<file path="src/rtl/pcm_wr_sched_if.sv">
// Bus bundle for pcm_wr_sched: receiver pulses, PCM strobe, inserter ports,
// the downstream write port and status outputs.
interface pcm_wr_sched_if;
  logic        sync_pulse_i;
  logic        end_pulse_i;
  logic [7:0]  pcm_data_i;
  logic        pcm_req_i;
  logic [7:0]  head_data_i;
  logic        head_req_i;
  logic        head_flag_i;
  logic [7:0]  timer_data_i;
  logic        timer_req_i;
  logic        timer_flag_i;
  logic        fifo_full_i;
  logic        head_start_o;
  logic        timer_start_o;
  logic [7:0]  wr_data_o;
  logic        wr_req_o;
  logic [15:0] drop_cnt_o;
  logic        tmo_o;

  modport master (
    output sync_pulse_i, end_pulse_i, pcm_data_i, pcm_req_i,
           head_data_i, head_req_i, head_flag_i,
           timer_data_i, timer_req_i, timer_flag_i, fifo_full_i,
    input  head_start_o, timer_start_o, wr_data_o, wr_req_o, drop_cnt_o, tmo_o
  );

  modport slave (
    input  sync_pulse_i, end_pulse_i, pcm_data_i, pcm_req_i,
           head_data_i, head_req_i, head_flag_i,
           timer_data_i, timer_req_i, timer_flag_i, fifo_full_i,
    output head_start_o, timer_start_o, wr_data_o, wr_req_o, drop_cnt_o, tmo_o
  );
endinterface

</file>
<file path="src/rtl/pcm_wr_sched.sv">
// Downstream write-port scheduler: head/timer inserters take the port in turn,
// PCM bytes are buffered meanwhile. Optional inserter timeout: PCM_SCHED_TIMEOUT_EN.
module pcm_wr_sched #(
  parameter int DEPTH_LOG2 = 4,
  parameter int TIMEOUT    = 16
) (
  input  logic         clk_i,
  input  logic         rst_n_i,
  pcm_wr_sched_if.slave bus
);
  localparam int DEPTH = 1 << DEPTH_LOG2;

  if (TIMEOUT < 1) begin : g_bad_timeout
    $error("TIMEOUT must be at least 1");
  end

  typedef enum logic [2:0] {IDLE, HEAD_WAIT, HEAD_RUN, TMR_WAIT, TMR_RUN} state_t;

  state_t              state, state_nxt;
  logic                head_pend, timer_pend;
  logic [7:0]          mem [DEPTH];
  logic [DEPTH_LOG2:0] wptr, rptr;
  logic                empty, full, push, pop, drop;
  logic                head_start, timer_start;
  logic                wr_req_q, wr_req_nxt;
  logic [7:0]          wr_data_q, wr_data_nxt;
  logic [15:0]         drop_cnt;
  logic                tmo_hit;

  // Extra pointer MSB separates full (MSBs differ) from empty (pointers equal).
  assign empty = (wptr == rptr);
  assign full  = (wptr[DEPTH_LOG2] != rptr[DEPTH_LOG2]) &&
                 (wptr[DEPTH_LOG2-1:0] == rptr[DEPTH_LOG2-1:0]);
  assign push  = bus.pcm_req_i && (!full || pop);
  assign drop  = bus.pcm_req_i && full && !pop;

`ifdef PCM_SCHED_TIMEOUT_EN
  localparam int TW = $clog2(TIMEOUT + 1);
  logic [TW-1:0] tmo_cnt;
  logic          tmo_q, wait_st, wait_flag;

  assign wait_st   = (state == HEAD_WAIT) || (state == TMR_WAIT);
  assign wait_flag = (state == HEAD_WAIT) ? bus.head_flag_i : bus.timer_flag_i;
  assign tmo_hit   = wait_st && !wait_flag && (tmo_cnt == TW'(TIMEOUT - 1));

  always_ff @(posedge clk_i or negedge rst_n_i) begin
    if (!rst_n_i) begin
      tmo_cnt <= '0;
      tmo_q   <= 1'b0;
    end else begin
      tmo_cnt <= wait_st ? tmo_cnt + 1'b1 : '0;
      if (tmo_hit) tmo_q <= 1'b1;
    end
  end
  assign bus.tmo_o = tmo_q;
`else
  assign tmo_hit   = 1'b0;
  assign bus.tmo_o = 1'b0;
`endif

  always_comb begin
    state_nxt   = state;
    head_start  = 1'b0;
    timer_start = 1'b0;
    pop         = 1'b0;
    wr_req_nxt  = 1'b0;
    wr_data_nxt = wr_data_q;
    case (state)
      IDLE: begin
        if (head_pend) begin
          head_start = 1'b1;
          state_nxt  = HEAD_WAIT;
        end else if (timer_pend) begin
          timer_start = 1'b1;
          state_nxt   = TMR_WAIT;
        end else if (!empty && !bus.fifo_full_i) begin
          pop         = 1'b1;
          wr_req_nxt  = 1'b1;
          wr_data_nxt = mem[rptr[DEPTH_LOG2-1:0]];
        end
      end
      // Inserter strobes pass through in WAIT too, so a write issued in the
      // same cycle the flag rises is not lost.
      HEAD_WAIT, HEAD_RUN: begin
        wr_req_nxt  = bus.head_req_i;
        wr_data_nxt = bus.head_data_i;
        if (state == HEAD_WAIT) begin
          if (tmo_hit)               state_nxt = IDLE;
          else if (bus.head_flag_i)  state_nxt = HEAD_RUN;
        end else if (!bus.head_flag_i) state_nxt = IDLE;
      end
      TMR_WAIT, TMR_RUN: begin
        wr_req_nxt  = bus.timer_req_i;
        wr_data_nxt = bus.timer_data_i;
        if (state == TMR_WAIT) begin
          if (tmo_hit)               state_nxt = IDLE;
          else if (bus.timer_flag_i) state_nxt = TMR_RUN;
        end else if (!bus.timer_flag_i) state_nxt = IDLE;
      end
      default: state_nxt = IDLE;
    endcase
  end

  always_ff @(posedge clk_i or negedge rst_n_i) begin
    if (!rst_n_i) begin
      state      <= IDLE;
      head_pend  <= 1'b0;
      timer_pend <= 1'b0;
      wptr       <= '0;
      rptr       <= '0;
      wr_req_q   <= 1'b0;
      wr_data_q  <= '0;
      drop_cnt   <= '0;
    end else begin
      state      <= state_nxt;
      head_pend  <= (head_pend && !head_start) || bus.end_pulse_i;
      timer_pend <= (timer_pend && !timer_start) || bus.sync_pulse_i;
      if (push) wptr <= wptr + 1'b1;
      if (pop)  rptr <= rptr + 1'b1;
      wr_req_q   <= wr_req_nxt;
      wr_data_q  <= wr_data_nxt;
      if (drop && (drop_cnt != 16'hFFFF)) drop_cnt <= drop_cnt + 16'd1;
    end
  end

  always_ff @(posedge clk_i) begin
    if (push) mem[wptr[DEPTH_LOG2-1:0]] <= bus.pcm_data_i;
  end

  assign bus.head_start_o  = head_start;
  assign bus.timer_start_o = timer_start;
  assign bus.wr_req_o      = wr_req_q;
  assign bus.wr_data_o     = wr_data_q;
  assign bus.drop_cnt_o    = drop_cnt;
endmodule
</file>
<file path="src/flat_wrapper.sv">
// flat-port wrapper written by rule: the top's interface ports become plain ports
module pcm_wr_sched_flat 
#(
  parameter int DEPTH_LOG2 = 4,
  parameter int TIMEOUT    = 16
)
  (clk_i, rst_n_i, bus_sync_pulse_i, bus_end_pulse_i, bus_pcm_data_i, bus_pcm_req_i, bus_head_data_i, bus_head_req_i, bus_head_flag_i, bus_timer_data_i, bus_timer_req_i, bus_timer_flag_i, bus_fifo_full_i, bus_head_start_o, bus_timer_start_o, bus_wr_data_o, bus_wr_req_o, bus_drop_cnt_o, bus_tmo_o);
  pcm_wr_sched_if bus_i ();
  input  logic clk_i;
  input  logic rst_n_i;
  input wire logic [$bits(bus_i.sync_pulse_i)-1:0] bus_sync_pulse_i;
  input wire logic [$bits(bus_i.end_pulse_i)-1:0] bus_end_pulse_i;
  input wire logic [$bits(bus_i.pcm_data_i)-1:0] bus_pcm_data_i;
  input wire logic [$bits(bus_i.pcm_req_i)-1:0] bus_pcm_req_i;
  input wire logic [$bits(bus_i.head_data_i)-1:0] bus_head_data_i;
  input wire logic [$bits(bus_i.head_req_i)-1:0] bus_head_req_i;
  input wire logic [$bits(bus_i.head_flag_i)-1:0] bus_head_flag_i;
  input wire logic [$bits(bus_i.timer_data_i)-1:0] bus_timer_data_i;
  input wire logic [$bits(bus_i.timer_req_i)-1:0] bus_timer_req_i;
  input wire logic [$bits(bus_i.timer_flag_i)-1:0] bus_timer_flag_i;
  input wire logic [$bits(bus_i.fifo_full_i)-1:0] bus_fifo_full_i;
  output wire logic [$bits(bus_i.head_start_o)-1:0] bus_head_start_o;
  output wire logic [$bits(bus_i.timer_start_o)-1:0] bus_timer_start_o;
  output wire logic [$bits(bus_i.wr_data_o)-1:0] bus_wr_data_o;
  output wire logic [$bits(bus_i.wr_req_o)-1:0] bus_wr_req_o;
  output wire logic [$bits(bus_i.drop_cnt_o)-1:0] bus_drop_cnt_o;
  output wire logic [$bits(bus_i.tmo_o)-1:0] bus_tmo_o;
  assign bus_i.sync_pulse_i = bus_sync_pulse_i;
  assign bus_i.end_pulse_i = bus_end_pulse_i;
  assign bus_i.pcm_data_i = bus_pcm_data_i;
  assign bus_i.pcm_req_i = bus_pcm_req_i;
  assign bus_i.head_data_i = bus_head_data_i;
  assign bus_i.head_req_i = bus_head_req_i;
  assign bus_i.head_flag_i = bus_head_flag_i;
  assign bus_i.timer_data_i = bus_timer_data_i;
  assign bus_i.timer_req_i = bus_timer_req_i;
  assign bus_i.timer_flag_i = bus_timer_flag_i;
  assign bus_i.fifo_full_i = bus_fifo_full_i;
  assign bus_head_start_o = bus_i.head_start_o;
  assign bus_timer_start_o = bus_i.timer_start_o;
  assign bus_wr_data_o = bus_i.wr_data_o;
  assign bus_wr_req_o = bus_i.wr_req_o;
  assign bus_drop_cnt_o = bus_i.drop_cnt_o;
  assign bus_tmo_o = bus_i.tmo_o;
  pcm_wr_sched #(.DEPTH_LOG2(DEPTH_LOG2), .TIMEOUT(TIMEOUT)) u_core (.clk_i(clk_i), .rst_n_i(rst_n_i), .bus(bus_i));
endmodule
</file>
<file path="config.mk">
export PLATFORM = sky130hd
export DESIGN_NAME = pcm_wr_sched_flat
export DESIGN_NICKNAME = d
export VERILOG_FILES = /design/src/rtl/pcm_wr_sched_if.sv /design/src/rtl/pcm_wr_sched.sv /design/src/flat_wrapper.sv
export SDC_FILE = /design/constraint.sdc
export NUM_CORES = 1
export LEC_CHECK = 0
export CAP_MARGIN = 20
export CORE_MARGIN = 4
export CORE_UTILIZATION = 59
export CTS_CLUSTER_DIAMETER = 150
export DETAILED_ROUTE_END_ITERATION = 7
export DONT_BUFFER_PORTS = 1
export PLACE_DENSITY = 0.77
export SLEW_MARGIN = 20
export SYNTH_ARGS = -nofsm -noshare
export SYNTH_HDL_FRONTEND = slang
export SYNTH_SLANG_ARGS = --single-unit
</file>
<file path="constraint.sdc">
create_clock -name clk_i -period 2.7 [get_ports clk_i]
set_clock_uncertainty 0.1 [all_clocks]
set_input_delay 0.54 -clock clk_i [delete_from_list [all_inputs] [get_ports clk_i]]
set_output_delay 0.54 -clock clk_i [all_outputs]
set_load 0.005 [all_outputs]
</file>
==> results.tsv <==
stage	metric	value	unit
worst_setup_path	crit_type	reg -> reg	
cts	post-cts-setup-buffers	0	
worst_setup_path	cp_data_arrival_time	2610	ps
logic_synthesis	synth-main-ff-cell	edfxtp_1	
global_routing	grt_pass1_vias	4102	
global_routing	grt-ovfl-total	0	
hold_path	hold_start	bus_pcm_data_i[6]	
power_and_ir_drop	clockPowerShare	30.4	%
route	vias	4125	
placement	io_buffers	0	
route	drt-total-wl	14800	um
logic_synthesis	syn_avg_cell_area	15.9	um2
power_and_ir_drop	p_leak	2.79	nW
worst_setup_path	r2r-start	u_core.rptr[3]$_DFFE_PN0N_	
timing	setup_viol	0	
cts	clkLatencyLatePin	430	ps
route	drtAntennaViolNets	0	
final_layout	nets	515	
floorplanning	coreArea	12000	um2
worst_setup_path	required	2910	ps
worst_setup_path	worstSetupStartpoint	u_core.rptr[3]$_DFFE_PN0N_	
route	drt_pass1_iterations	5	
power_and_ir_drop	ir_drop	0.000656	V
logic_synthesis	yosys-top-cells-count	edfxtp_1 (128), dfrtp_1 (40), mux4_2 (30), nor2_1 (28), xnor2_1 (21)	
worst_setup_path	critPathCaptureType	flip-flop	
logic_synthesis	ys_seq_area_share	67.1	%
cts	cts_buffers	17	
cts	cts_tree	done	
logic_synthesis	synth_edf_count	128	
timing	max_freq	417	MHz
logic_synthesis	yosys_warnings	0	
final_layout	layout-drive-gt1-share	19.8	%
placement	hpwl	9870	um
logic_synthesis	syn_area	7220	um2
timing	tns	0	ps
power_and_ir_drop	power_density	940	nW/um2
route	drc	0	
route	detail_route.wl_per_cell	23.5	um
logic_synthesis	synth.most_common_cell	edfxtp_1	
route	drtIter0Drc	542	
cts	cts.path.max_buffers	2	
power_and_ir_drop	p_seq_share	44.9	%
logic_synthesis	syn_inst	454	
timing	period_share	88.9	%
worst_setup_path	cp_max_fo	15	
global_routing	grtUsageTotal	22.7	%
placement	placed_area	7450	um2
placement	globalplace.congestion	0.845	
timing	maxSlewViolCount	0	
run	drv_cap	0	
logic_synthesis	ys_types	47	
floorplanning	start_util	60.1	%
floorplanning	ios	62	
power_and_ir_drop	p_sw	2.25	mW
timing	slew_headroom	55.2	%
cts	cts_resized	0	
floorplanning	die-width	119	um
global_routing	grt_max_degree	41	
logic_synthesis	async_reset_ff_share	23.8	%
logic_synthesis	synth-seq-cells	168	
logic_synthesis	synthDominantCellAreaShare	53.2	%
floorplanning	die_area	14100	um2
cts	path_clk_slew	60	ps
final_layout	final_cell_area	8040	um2
cts	cts_sinks	168	
status	status	finished, final reports clean	
final_layout	syn2layout_area_growth	11.2	%
floorplanning	dieHeight	119	um
route	via_per_inst	6.52	
global_routing	grt_pass1_wl	23800	um
power_and_ir_drop	combPwrFrac	24.7	%
logic_synthesis	syn_nets	494	
final_layout	num_antenna_cells	0	
timing	period_needed	2400	ps
timing	tightestPinTransition	669	ps
hold_path	hp-class	in -> reg	
cts	cts-root-buf	clkbuf_16	
timing	hold_viol_final	0	
logic_synthesis	synth_area_leaders	edfxtp_1 (53%), dfrtp_1 (14%), mux4_2 (9.4%)	
logic_synthesis	yosysTopAreaCell	edfxtp_1	
power_and_ir_drop	p_int	5.31	mW
power_and_ir_drop	p_sw_share	29.7	%
worst_setup_path	worstSetupStartpointType	flip-flop	
cts	htree_levels	4	
floorplanning	rows	40	
timing	holdWs	100	ps
timing	rsz0062_at_grt	no	
global_routing	antenna_found_initial	0	
==> cells by family (layout without fill, tap and decap cells) <==
family	after synthesis	after routing	share of synthesized area, %
adder cells (fa/ha/maj)	6	6	1.04
multiplexers	47	47	11.9
AND/OR/NAND/NOR	103	103	7.50
flip-flops	168	168	67.1
AO/OA/AOI/OAI	68	68	6.67
buffers and inverters	34	66	2.55
other	1	1	0.0519
XOR/XNOR	27	27	3.27
==> power groups by stage <==
stage	combinational, mW	sequential [mW]	clock [mW]
floorplan	1.47	3.32	0
global placement	1.79	3.41	0
detailed placement	1.84	3.44	0
CTS	1.87	3.39	2.33
global route	2.03	3.42	2.46
finish	1.87	3.39	2.30
==> stage by stage <==
step           setup slack (ps)  util, %  power [mW]  std cells
2_1_floorplan               192        -        4.79        454
3_3_place_gp                371     62.0        5.20        601
3_5_place_dp                302     62.0        5.28        601
4_1_cts                     294     66.9        7.59        633
5_1_grt                     135     66.9        7.92        633
6_report                    300     66.9        7.55        633
==> state kept, by name (all words and copies together), names as in the netlist <==
signal,cells
u_core.bus.wr_req_o,1
u_core.bus.drop_cnt_o,16
u_core.bus.wr_data_o,8
u_core.wptr,5
u_core.head_pend,1
u_core.timer_pend,1
u_core.rptr,5
u_core.state,3
u_core.mem,128
==> cell type report <==
class	count	area, um2
Tap cell	147	184
Clock buffer	18	429
Inverter	8	30.0
Fill cell	799	3980
Sequential cell	168	4850
Multi-Input combinational cell	252	2200
Clock inverter	12	126
Timing Repair Buffer	28	225
==> cell usage in the layout, fill, tap and decap left out, types with 3 or more instances in the layout <==
cell,count
buf_4,26
edfxtp_1,128
a21oi_1,17
ha_1,6
mux2_1,3
xor2_1,6
mux2_2,6
inv_6,3
nor2b_1,9
nand3_1,13
nand2_1,15
nor2_1,28
xnor2_1,21
clkbuf_16,17
o21ai_0,5
nand4_1,9
a22o_1,7
mux2i_1,8
and3_1,8
nand2b_1,5
dfrtp_1,39
mux4_2,30
clkinv_1,3
a211oi_1,15
inv_1,8
a31oi_1,10
nor3_1,6
==> timing repair <==
item                                    in CTS  in global routing
endpoints found under the hold margin       40                  0
endpoints found under the setup margin       0                  0
hold buffers                                 2                  0
==> critical path: stages (launching register included) <==
cell and delay [ps]:
dfrtp_1 490, xor2_1 230, nor4_4 380, and4_1 560, nand2_1 180, mux2_1 340
==> per-layer routing <==
layer  wire [um]  track usage (%)
met1        6040             31.2
met2        7100             33.9
met3        1470             8.47
met4         233             7.31
met5           0                0
==> final timing paths <==
kind                                                        end  slack [ps]  cells after the start
max                        u_core.bus.drop_cnt_o[1]$_DFFE_PN0P_         300                      5
min                                  u_core.mem[8][6]$_DFFE_PP_         100                      0
max reg2reg                u_core.bus.drop_cnt_o[1]$_DFFE_PN0P_         300                      5
min reg2reg                u_core.bus.drop_cnt_o[5]$_DFFE_PN0P_         430                      1
max in group asynchronous            u_core.rptr[0]$_DFFE_PN0N_        1810                      2
min in group asynchronous  u_core.bus.drop_cnt_o[0]$_DFFE_PN0P_         480                      2
Power figures use the tool's default switching activity.
